[src/rtl/uart_tx_buffered_if.sv]
// Write-side bus of the buffered UART transmitter: push handshake plus FIFO status.
// The producer takes the master modport; the transmitter takes the slave modport.
interface uart_tx_buffered_if #(
    parameter int PAYLOAD_BITS = 8,
    parameter int BUFFER_SIZE  = 8
);
    localparam int CW = $clog2(BUFFER_SIZE + 1);

    logic                    write_i;
    logic [PAYLOAD_BITS-1:0] data_i;
    logic                    full_o;
    logic                    empty_o;
    logic [CW-1:0]           count_o;
    logic                    overflow_o;

    modport master (
        output write_i,
        output data_i,
        input  full_o,
        input  empty_o,
        input  count_o,
        input  overflow_o
    );

    modport slave (
        input  write_i,
        input  data_i,
        output full_o,
        output empty_o,
        output count_o,
        output overflow_o
    );
endinterface

[src/rtl/uart_tx_buffered.sv]
// Buffered UART transmitter: a power-of-two word FIFO feeding a start/data/parity/stop
// serialiser that chains frames back to back while words remain queued.
module uart_tx_buffered #(
    parameter int CLK_FREQ     = 50000000,
    parameter int BIT_RATE     = 115200,
    parameter int PAYLOAD_BITS = 8,
    parameter int BUFFER_SIZE  = 8,
    parameter int PARITY       = 0,
    parameter int STOP_BITS    = 1
) (
    input  logic                clk,
    input  logic                rst,
    uart_tx_buffered_if.slave   bus,
    output logic                busy_o,
    output logic                tx
);
    localparam int CPB    = CLK_FREQ / BIT_RATE;
    localparam int AW     = $clog2(BUFFER_SIZE);
    localparam int CW     = $clog2(BUFFER_SIZE + 1);
    localparam int BW     = $clog2(PAYLOAD_BITS);
    localparam int CNT_W  = $clog2(STOP_BITS * CPB);

    localparam logic [CNT_W-1:0] BIT_LAST  = CNT_W'(CPB - 1);
    localparam logic [CNT_W-1:0] STOP_LAST = CNT_W'(STOP_BITS * CPB - 1);
    localparam logic [BW-1:0]    DATA_LAST = BW'(PAYLOAD_BITS - 1);
    localparam logic [CW-1:0]    FULL_CNT  = CW'(BUFFER_SIZE);

    if (CPB < 2) begin : g_bad_cpb
        $error("uart_tx_buffered: CLK_FREQ/BIT_RATE must be at least 2");
    end
    if (PAYLOAD_BITS < 5 || PAYLOAD_BITS > 16) begin : g_bad_payload
        $error("uart_tx_buffered: PAYLOAD_BITS must be in 5..16");
    end
    if (BUFFER_SIZE < 2 || (BUFFER_SIZE & (BUFFER_SIZE - 1)) != 0) begin : g_bad_depth
        $error("uart_tx_buffered: BUFFER_SIZE must be a power of two >= 2");
    end
    if (PARITY < 0 || PARITY > 2) begin : g_bad_parity
        $error("uart_tx_buffered: PARITY must be 0, 1 or 2");
    end
    if (STOP_BITS < 1 || STOP_BITS > 2) begin : g_bad_stop
        $error("uart_tx_buffered: STOP_BITS must be 1 or 2");
    end

    typedef enum logic [2:0] {
        S_IDLE,
        S_START,
        S_DATA,
        S_PARITY,
        S_STOP
    } state_t;

    // Odd parity inverts the XOR so the total count of ones comes out odd.
    function automatic logic parity_of(input logic [PAYLOAD_BITS-1:0] w);
        return (PARITY == 1) ? ~(^w) : (^w);
    endfunction

    logic [PAYLOAD_BITS-1:0] mem [BUFFER_SIZE];
    logic [AW-1:0]           wr_ptr_q, rd_ptr_q;
    logic [CW-1:0]           count_q, count_n;
    logic                    full_q, empty_q, overflow_q;
    logic                    push, pop;
    logic [PAYLOAD_BITS-1:0] head;

    state_t                  state_q, state_n;
    logic [CNT_W-1:0]        cnt_q, cnt_n;
    logic [BW-1:0]           bit_q, bit_n;
    logic [PAYLOAD_BITS-1:0] shreg_q, shreg_n;
    logic                    par_q, par_n;
    logic                    tx_q, tx_n;
    logic                    busy_q, busy_n;
    logic                    load;

    // Full is judged on the registered flag, so a push on a full FIFO is refused
    // even when the serialiser pops on the same edge.
    assign push = bus.write_i && !full_q;
    assign head = mem[rd_ptr_q];

    always_comb begin
        count_n = count_q;
        unique case ({push, pop})
            2'b10:   count_n = count_q + 1'b1;
            2'b01:   count_n = count_q - 1'b1;
            default: count_n = count_q;
        endcase
    end

    always_comb begin
        state_n = state_q;
        cnt_n   = cnt_q;
        bit_n   = bit_q;
        shreg_n = shreg_q;
        par_n   = par_q;
        tx_n    = tx_q;
        busy_n  = busy_q;
        load    = 1'b0;
        pop     = 1'b0;

        unique case (state_q)
            S_IDLE: begin
                tx_n   = 1'b1;
                busy_n = 1'b0;
                load   = !empty_q;
            end
            S_START: begin
                if (cnt_q == '0) begin
                    state_n = S_DATA;
                    cnt_n   = BIT_LAST;
                    bit_n   = '0;
                    tx_n    = shreg_q[0];
                end else begin
                    cnt_n = cnt_q - 1'b1;
                end
            end
            S_DATA: begin
                if (cnt_q != '0) begin
                    cnt_n = cnt_q - 1'b1;
                end else if (bit_q != DATA_LAST) begin
                    cnt_n   = BIT_LAST;
                    bit_n   = bit_q + 1'b1;
                    shreg_n = {1'b0, shreg_q[PAYLOAD_BITS-1:1]};
                    tx_n    = shreg_q[1];
                end else if (PARITY != 0) begin
                    state_n = S_PARITY;
                    cnt_n   = BIT_LAST;
                    tx_n    = par_q;
                end else begin
                    state_n = S_STOP;
                    cnt_n   = STOP_LAST;
                    tx_n    = 1'b1;
                end
            end
            S_PARITY: begin
                if (cnt_q == '0) begin
                    state_n = S_STOP;
                    cnt_n   = STOP_LAST;
                    tx_n    = 1'b1;
                end else begin
                    cnt_n = cnt_q - 1'b1;
                end
            end
            S_STOP: begin
                if (cnt_q != '0) begin
                    cnt_n = cnt_q - 1'b1;
                end else if (!empty_q) begin
                    load = 1'b1;
                end else begin
                    state_n = S_IDLE;
                    tx_n    = 1'b1;
                    busy_n  = 1'b0;
                end
            end
            default: begin
                state_n = S_IDLE;
                tx_n    = 1'b1;
                busy_n  = 1'b0;
            end
        endcase

        // Shared frame launch from IDLE and from the last stop cycle.
        if (load) begin
            pop     = 1'b1;
            shreg_n = head;
            par_n   = parity_of(head);
            tx_n    = 1'b0;
            busy_n  = 1'b1;
            state_n = S_START;
            cnt_n   = BIT_LAST;
        end
    end

    always_ff @(posedge clk) begin
        if (rst) begin
            wr_ptr_q   <= '0;
            rd_ptr_q   <= '0;
            count_q    <= '0;
            full_q     <= 1'b0;
            empty_q    <= 1'b1;
            overflow_q <= 1'b0;
            state_q    <= S_IDLE;
            cnt_q      <= '0;
            bit_q      <= '0;
            tx_q       <= 1'b1;
            busy_q     <= 1'b0;
        end else begin
            if (push) wr_ptr_q <= wr_ptr_q + 1'b1;
            if (pop)  rd_ptr_q <= rd_ptr_q + 1'b1;
            count_q    <= count_n;
            full_q     <= (count_n == FULL_CNT);
            empty_q    <= (count_n == '0);
            overflow_q <= bus.write_i && full_q;
            state_q    <= state_n;
            cnt_q      <= cnt_n;
            bit_q      <= bit_n;
            tx_q       <= tx_n;
            busy_q     <= busy_n;
        end
    end

    always_ff @(posedge clk) begin
        if (push) mem[wr_ptr_q] <= bus.data_i;
        shreg_q <= shreg_n;
        par_q   <= par_n;
    end

    assign bus.full_o     = full_q;
    assign bus.empty_o    = empty_q;
    assign bus.count_o    = count_q;
    assign bus.overflow_o = overflow_q;
    assign busy_o         = busy_q;
    assign tx             = tx_q;
endmodule

[src/flat_wrapper.sv]
// flat-port wrapper written by rule: the top's interface ports become plain ports
module uart_tx_buffered_flat 
#(
    parameter int CLK_FREQ     = 50000000,
    parameter int BIT_RATE     = 115200,
    parameter int PAYLOAD_BITS = 8,
    parameter int BUFFER_SIZE  = 8,
    parameter int PARITY       = 0,
    parameter int STOP_BITS    = 1
)
  (clk, rst, busy_o, tx, bus_write_i, bus_data_i, bus_full_o, bus_empty_o, bus_count_o, bus_overflow_o);
  uart_tx_buffered_if #(.PAYLOAD_BITS(PAYLOAD_BITS), .BUFFER_SIZE(BUFFER_SIZE)) bus_i ();
  input  logic clk;
  input  logic rst;
  output logic busy_o;
  output logic tx;
  input wire logic [$bits(bus_i.write_i)-1:0] bus_write_i;
  input wire logic [$bits(bus_i.data_i)-1:0] bus_data_i;
  output wire logic [$bits(bus_i.full_o)-1:0] bus_full_o;
  output wire logic [$bits(bus_i.empty_o)-1:0] bus_empty_o;
  output wire logic [$bits(bus_i.count_o)-1:0] bus_count_o;
  output wire logic [$bits(bus_i.overflow_o)-1:0] bus_overflow_o;
  assign bus_i.write_i = bus_write_i;
  assign bus_i.data_i = bus_data_i;
  assign bus_full_o = bus_i.full_o;
  assign bus_empty_o = bus_i.empty_o;
  assign bus_count_o = bus_i.count_o;
  assign bus_overflow_o = bus_i.overflow_o;
  uart_tx_buffered #(.CLK_FREQ(CLK_FREQ), .BIT_RATE(BIT_RATE), .PAYLOAD_BITS(PAYLOAD_BITS), .BUFFER_SIZE(BUFFER_SIZE), .PARITY(PARITY), .STOP_BITS(STOP_BITS)) u_core (.clk(clk), .rst(rst), .bus(bus_i), .busy_o(busy_o), .tx(tx));
endmodule
[config.mk]
export PLATFORM = sky130hd
export DESIGN_NAME = uart_tx_buffered_flat
export DESIGN_NICKNAME = d
export VERILOG_FILES = /design/src/rtl/uart_tx_buffered_if.sv /design/src/rtl/uart_tx_buffered.sv /design/src/flat_wrapper.sv
export SDC_FILE = /design/constraint.sdc
export NUM_CORES = 1
export LEC_CHECK = 0
export CAP_MARGIN = 0
export CORE_ASPECT_RATIO = 0.6
export CORE_UTILIZATION = 55
export DETAILED_ROUTE_END_ITERATION = 6
export PLACE_DENSITY = 0.74
export SYNTH_ARGS = -nofsm -noshare
export SYNTH_HDL_FRONTEND = slang
export SYNTH_SLANG_ARGS = --single-unit
[constraint.sdc]
create_clock -name clk -period 4.1 [get_ports clk]
set_input_delay 1.23 -clock clk [delete_from_list [all_inputs] [get_ports clk]]
set_output_delay 1.23 -clock clk [all_outputs]
set_load 0.02 [all_outputs]
==> flow_summary_export.csv, run 1 <==
group,metric,value,unit
run_status,status,"finished clean",
clocking,clkSlewWorstSetupHoldPaths,0.07,ns
routing,drtIter0Drc,188,
yosys,synth_area_per_cell,13.2,um2
power,worst_ir_drop_vdd,0.338,mV
timing,max_slew_margin,0.262,
clocking,cts_tree,"yes",
hold_path,hold_end,"u_core.bit_q[1]$_SDFFE_PP0P_",
cells_and_area,drive_gt1_frac,0.154,
timing,clock.fmax,295,MHz
critical_path,worstSetupEndpointType,"flop",
clocking,root_buffer,"clkbuf_16",
critical_path,reg2reg_slack,0.76,ns
yosys,synthFlopType,"edfxtp_1",
critical_path,reg2reg_from,"u_core.cnt_q[0]$_SDFFE_PP0P_",
yosys,ys_ff_latch,105,
critical_path,max_stage_delay,0.47,ns
global_routing,grt_pass1_vias,2512,
clocking,cts-resized-gates,0,
floorplan,fp.dieW,118,um
timing,min_period,3.39,ns
hold_path,hold_path.class,"reg2reg",
timing,slew_viol_final,0,
critical_path,critPathKind,"in2reg",
routing,ant_nets,0,
clocking,post-cts-setup-buffers,0,
yosys,synth-edff-count,72,
yosys,yosysWarnings,0,
power,p_leak,0.00174,uW
critical_path,path_cells,"clkdlybuf4s50_1 -> nor2b_1 -> inv_1 -> ha_1 -> nand2b_1 -> or3_1 -> a31oi_1 -> a311oi_2 -> mux2_4 -> o21ba_4",
placed_design,gp_congestion,0.822,
placed_design,hpwl,5580,um
routing,route.vias.total,2686,
yosys,synth_top_area_share,0.483,
clocking,clk_latency,0.34,ns
power,p_per_area,698,nW/um2
timing,rsz0062_at_grt,"no",
critical_path,critPathBufInv,2,
yosys,synth-seq-area-share,0.631,
yosys,async_flop_share,0,
clocking,cts.sinks,105,
placed_design,numPortBuffers,19,
clocking,clk_path_buf_depth,2,
routing,dr.pass1.iters,4,
critical_path,cp_max_fo,6,
cells_and_area,nFillCells,617,
power,p_total,3580,uW
critical_path,cp.arrival,3.68,ns
routing,viasPerCell,5.63,
global_routing,grt_pass1_wl,13400,um
floorplan,initial_core_util,0.567,
clocking,ctsHoldBuffers,0,
yosys,syn-instance-count,338,
yosys,synth_most_common_cell,"edfxtp_1",
critical_path,startpoint_type,"input pin",
critical_path,worstPathRequired,4.40,ns
yosys,synthTopCellsByCount,"72 x edfxtp_1, 36 x nor2_1, 33 x dfxtp_1",
clocking,cts_inserted_buffers,9,
global_routing,gr-total-overflow,0,
timing,setup_viol,0,
yosys,synth_nets,357,
critical_path,r2r_cells,13,
yosys,ys_types,46,
yosys,synth_top_area_cell,"edfxtp_1",
critical_path,r2r_end,"u_core.bus.empty_o$_SDFF_PP1_",
floorplan,die-area,8510,um2
critical_path,path_delay_family,"simple AND/OR/NAND/NOR gates",
clocking,htree_levels,3,
routing,drt-total-wl,8160,um
global_routing,grt_max_degree,20,
cells_and_area,finalNetCount,383,
routing,wl_per_cell,17.1,um
cells_and_area,area_growth,14.7,%
timing,final-hold-violation-count,0,
timing,tightest_slew,1.11,ns
timing,skew,0.00969,ns
hold_path,hold_depth,2,
floorplan,ioPinCount,20,
flow_run,drv_cap,0,
floorplan,die_y,71.8,um
yosys,synth_area_leaders,"edfxtp_1 48%, dfxtp_1 15%, mux4_2 8.1%, nor2_1 3.0%, nand2_1 2.4%",
floorplan,fp.coreArea,7880,um2
global_routing,grt_usage,0.214,
timing,fin_tns_setup,0,ns
cells_and_area,num_antenna_cells,0,
global_routing,antenna_found_initial,0,
hold_path,hp-start,"u_core.bit_q[1]$_SDFFE_PP0P_",
critical_path,crit_path_top_delay_cell,"clkdlybuf4s50_1",
routing,drc,0,
timing,fin_crit_sh,0.826,
floorplan,rows,25,
yosys,synthesis.area,4470,um2
==> logic make-up after synthesis <==
logic type,after synthesis,share of synthesized area
simple gates,107,0.113
flops,105,0.631
compound gates,56,0.0842
mux,28,0.109
buf+inv,24,0.0210
xor+xnor,10,0.0196
fa+ha+maj,8,0.0224
==> tightest hold or removal path, stage by stage (launching register included) <==
cell     delay, ns
dfxtp_1       0.32
nand2_1       0.05
a21oi_1       0.05
==> flip-flops by register name, summed over array words and instances (netlist names), named ones only <==
signal / cells
u_core.mem: 64
u_core.cnt_q: 9
u_core.shreg_q: 8
u_core.bus.count_o: 4
u_core.bit_q: 3
u_core.rd_ptr_q: 3
u_core.state_q: 3
u_core.wr_ptr_q: 3
u_core.bus.empty_o: 1
u_core.bus.full_o: 1
u_core.bus.overflow_o: 1
u_core.busy_o: 1
u_core.tx: 1
==> worst max path at each step <==
stage	from	endpoint	cells past startpoint
2_1_floorplan	bus_write_i	u_core.bus.empty_o$_SDFF_PP1_	10
3_3_place_gp	bus_write_i	u_core.bus.empty_o$_SDFF_PP1_	10
3_5_place_dp	bus_write_i	u_core.bus.empty_o$_SDFF_PP1_	10
4_1_cts	bus_write_i	u_core.bus.empty_o$_SDFF_PP1_	10
5_1_grt	bus_write_i	u_core.bus.empty_o$_SDFF_PP1_	13
6_report	bus_write_i	u_core.bus.empty_o$_SDFF_PP1_	10
==> metal layers <==
| layer | track usage | vias to the layer above | wire length (um) |
|---|---|---|---|
| li1 | - | 1314 | - |
| met1 | 0.322 | 1297 | 4110 |
| met2 | 0.312 | 65 | 3560 |
| met3 | 0.0573 | 10 | 403 |
| met4 | 0.0506 | 0 | 79 |
| met5 | 0 | - | 0 |
==> power breakdown <==
group          internal [uW]  switching (uW)
registers               1340             195
logic                    551             647
clock network            477             373
==> cell type report <==
type | instances | area [um2] | area share
Clock buffer | 9 | 225 | 0.0439
Clock inverter | 7 | 76.3 | 0.0149
Inverter | 7 | 27.5 | 0.00537
Multi-Input combinational cell | 209 | 1560 | 0.303
Sequential cell | 105 | 2820 | 0.550
Tap cell | 108 | 135 | 0.0263
Timing Repair Buffer | 32 | 288 | 0.0561
==> layout by cell type, fill, tap and decap left out, drive strengths merged, types with 3 or more instances in the layout <==
cell,Yosys,layout
edfxtp,72,72
nor2,36,36
dfxtp,33,33
nand2,29,29
clkdlybuf4s50,0,19
a21oi,18,18
mux4,16,16
o21ai,15,15
buf,5,13
nor3,12,12
mux2i,10,10
nand2b,9,9
clkbuf,12,9
ha,8,8
inv,6,8
xnor2,6,6
a31oi,5,5
a311oi,5,5
xor2,4,4
or2,4,4
nor2b,3,3
nor4,3,3
nand3,3,3
a211oi,3,3
clkinv,1,3
==> per-stage QoR <==
| stage | cells | utilization | setup slack (ns) | area (um2) | hold slack [ns] |
|---|---|---|---|---|---|
| 2_1_floorplan | 338 | - | 0.616 | 4470 | 0.433 |
| 3_3_place_gp | 461 | 0.613 | 0.411 | 4830 | 0.442 |
| 3_5_place_dp | 461 | 0.613 | 0.346 | 4830 | 0.458 |
| 4_1_cts | 477 | 0.651 | 0.709 | 5130 | 0.467 |
| 5_1_grt | 477 | 0.651 | 0.514 | 5130 | 0.487 |
| 6_report | 477 | 0.651 | 0.713 | 5130 | 0.467 |
Power figures use the tool's default switching activity.
==> run 2, diff against run 1 <==
==> constraint.sdc (replaced) <==
create_clock -name clk -period 3.53 [get_ports clk]
set_input_delay 1.059 -clock clk [delete_from_list [all_inputs] [get_ports clk]]
set_output_delay 1.059 -clock clk [all_outputs]
set_load 0.02 [all_outputs]
==> flow_summary_export.csv, run 2 (synthesis results as in run 1) <==
group,metric,value,unit
run_status,status,"finished clean",
routing,route.vias.total,2719,
critical_path,r2r_cells,13,
placed_design,hpwl,5660,um
critical_path,reg2reg_slack,0.28,ns
floorplan,ioPinCount,20,
timing,clock.fmax,307,MHz
critical_path,crit_end,"u_core.bus.empty_o$_SDFF_PP1_",
clocking,ctsHoldBuffers,0,
floorplan,fp.dieW,118,um
floorplan,fp.coreArea,7880,um2
critical_path,r2r_end,"u_core.bus.empty_o$_SDFF_PP1_",
routing,viasPerCell,5.66,
cells_and_area,num_antenna_cells,0,
cells_and_area,layout_common_cells,"72 x edfxtp_1, 36 x nor2_1, 33 x dfxtp_1",
power,clkPwrFrac,0.232,
critical_path,worstPathRequired,3.83,ns
cells_and_area,largest_reg_flops,64,
cells_and_area,postLayoutCoreUtil,0.653,
timing,setup_viol,0,
power,p_leak,0.00176,uW
timing,fin_crit_sh,0.922,
hold_path,hold_path.class,"reg2reg",
timing,skew,0.00765,ns
clocking,clkSlewWorstSetupHoldPaths,0.07,ns
power,switching_share,0.339,
flow_run,drv_cap,0,
clocking,cts_tree,"yes",
cells_and_area,layout_commonest_cell,"edfxtp_1",
clocking,cts.sinks,105,
clocking,post-cts-setup-buffers,0,
critical_path,worstSetupEndpointType,"flop",
power,worst_ir_drop_vdd,0.369,mV
critical_path,startpoint_type,"flop",
clocking,root_buffer,"clkbuf_16",
cells_and_area,finalNetCount,387,
clocking,cts-resized-gates,0,
routing,drt-total-wl,8420,um
global_routing,grt_usage,0.217,
placed_design,gp_congestion,0.803,
power,p_int,2740,uW
power,combPwrFrac,0.344,
placed_design,dp_cells,465,
routing,dr.pass1.iters,4,
critical_path,critPathKind,"reg2reg",
floorplan,die_y,71.8,um
floorplan,die-area,8510,um2
routing,drtIter0Drc,191,
critical_path,reg2reg_from,"u_core.cnt_q[0]$_SDFFE_PP0P_",
timing,final-hold-violation-count,0,
routing,ant_nets,0,
global_routing,grt_pass1_wl,13500,um
routing,wl_per_cell,17.5,um
routing,drc,0,
clocking,clk_latency,0.34,ns
timing,max_slew_margin,0.321,
power,p_per_area,807,nW/um2
power,p_total,4150,uW
timing,slew_viol_final,0,
cells_and_area,regMostFlops,"u_core.mem",
power,power.share.sequential,0.424,
timing,rsz0062_at_grt,"no",
critical_path,cp.arrival,3.55,ns
floorplan,rows,25,
cells_and_area,drive_gt1_frac,0.156,
floorplan,initial_core_util,0.567,
critical_path,cp_max_fo,6,
timing,min_period,3.25,ns
timing,tightest_slew,1.01,ns
clocking,clk_path_buf_depth,2,
global_routing,gr-total-overflow,0,
critical_path,critPathLaunch,"u_core.cnt_q[0]$_SDFFE_PP0P_",
clocking,htree_levels,3,
global_routing,grt_pass1_vias,2533,
power,p_switching,1410,uW
cells_and_area,largestRegisters,"u_core.mem (64), u_core.cnt_q (9), u_core.shreg_q (8)",
global_routing,grt_max_degree,20,
global_routing,antenna_found_initial,0,
cells_and_area,area_growth,15.0,%
timing,fin_tns_setup,0,ns
placed_design,numPortBuffers,19,
cells_and_area,final_cells,480,
clocking,cts_inserted_buffers,9,
[run 2: cell types whose count changed in the layout (fill, tap and decap cells not counted)]
cell / delta
inv_6: -2
clkinv_4: +1
clkinvlp_4: -2
clkinv_1: +2
buf_4: +4
[run 2: through the flow]
stage               hold WS, ns  area (um2)  setup slack (ns)
floorplan                 0.433        4470             0.217
finish                    0.468        5140             0.275
global route              0.510        5140            0.0469
CTS                       0.475        5140             0.275
global placement          0.443        4860            0.0812
detailed placement        0.455        4860           -0.0175
[run 2: routing by layer]
layer	vias to the layer above	GRT usage	part of all wire
met1	1301	0.307	0.45
met3	6	0.0748	0.094
met4	0	0.0633	0.0059
met5	-	0	0
met2	91	0.322	0.45
li1	1321	-	-
[run 2: cell type report]
type                    instances  area, um2
fillers                       598       2740
clock inverters                 6       60.1
repair buffers                 36        318
multi-input cells             209       1560
flip-flops and latches        105       2820
clock buffers                   9        225
inverters                       7       27.5
well taps                     108        135
[run 2: worst max-delay path, cell delays in order (launching register included)]
cell,delay (ns)
dfxtp_1,0.34
inv_1,0.08
ha_1,0.16
or4b_1,0.53
o21ai_4,0.28
nand2_2,0.10
clkinv_2,0.11
ha_1,0.25
nand2b_1,0.18
or3_1,0.35
a31oi_1,0.20
a311oi_2,0.09
mux2_4,0.33
o21ba_4,0.21
[run 2: power groups by stage]
stage	clock network, uW	registers (uW)	logic, uW
after floorplan	0	1720	1080
after global placement	0	1770	1380
after detailed placement	0	1790	1410
after CTS	983	1760	1420
after global routing	1030	1800	1580
final	963	1760	1430
[run 2: how the worst min path moves through the flow]
stage	slack, ns	end	cells past startpoint	from
floorplan	0.43	u_core.cnt_q[8]$_SDFFE_PP0P_	1	u_core.cnt_q[8]$_SDFFE_PP0P_
global placement	0.44	u_core.bit_q[2]$_SDFFE_PP0P_	2	u_core.bit_q[2]$_SDFFE_PP0P_
detailed placement	0.45	u_core.bit_q[1]$_SDFFE_PP0P_	2	u_core.bit_q[1]$_SDFFE_PP0P_
CTS	0.48	u_core.bit_q[1]$_SDFFE_PP0P_	2	u_core.bit_q[1]$_SDFFE_PP0P_
global route	0.51	u_core.bit_q[1]$_SDFFE_PP0P_	2	u_core.bit_q[1]$_SDFFE_PP0P_
finish	0.47	u_core.bit_q[1]$_SDFFE_PP0P_	2	u_core.bit_q[1]$_SDFFE_PP0P_
==> run 3, diff against run 2 <==
--- a/config.mk
+++ b/config.mk
@@ -8,6 +8,7 @@
 export CAP_MARGIN = 0
 export CORE_ASPECT_RATIO = 0.6
 export CORE_UTILIZATION = 55
+export CTS_CLUSTER_SIZE = 16
 export DETAILED_ROUTE_END_ITERATION = 6
 export PLACE_DENSITY = 0.74
 export SYNTH_ARGS = -nofsm -noshare
==> results of run 3 <==
Same layout as run 2: the final DEF is identical, and so are final timing and power.
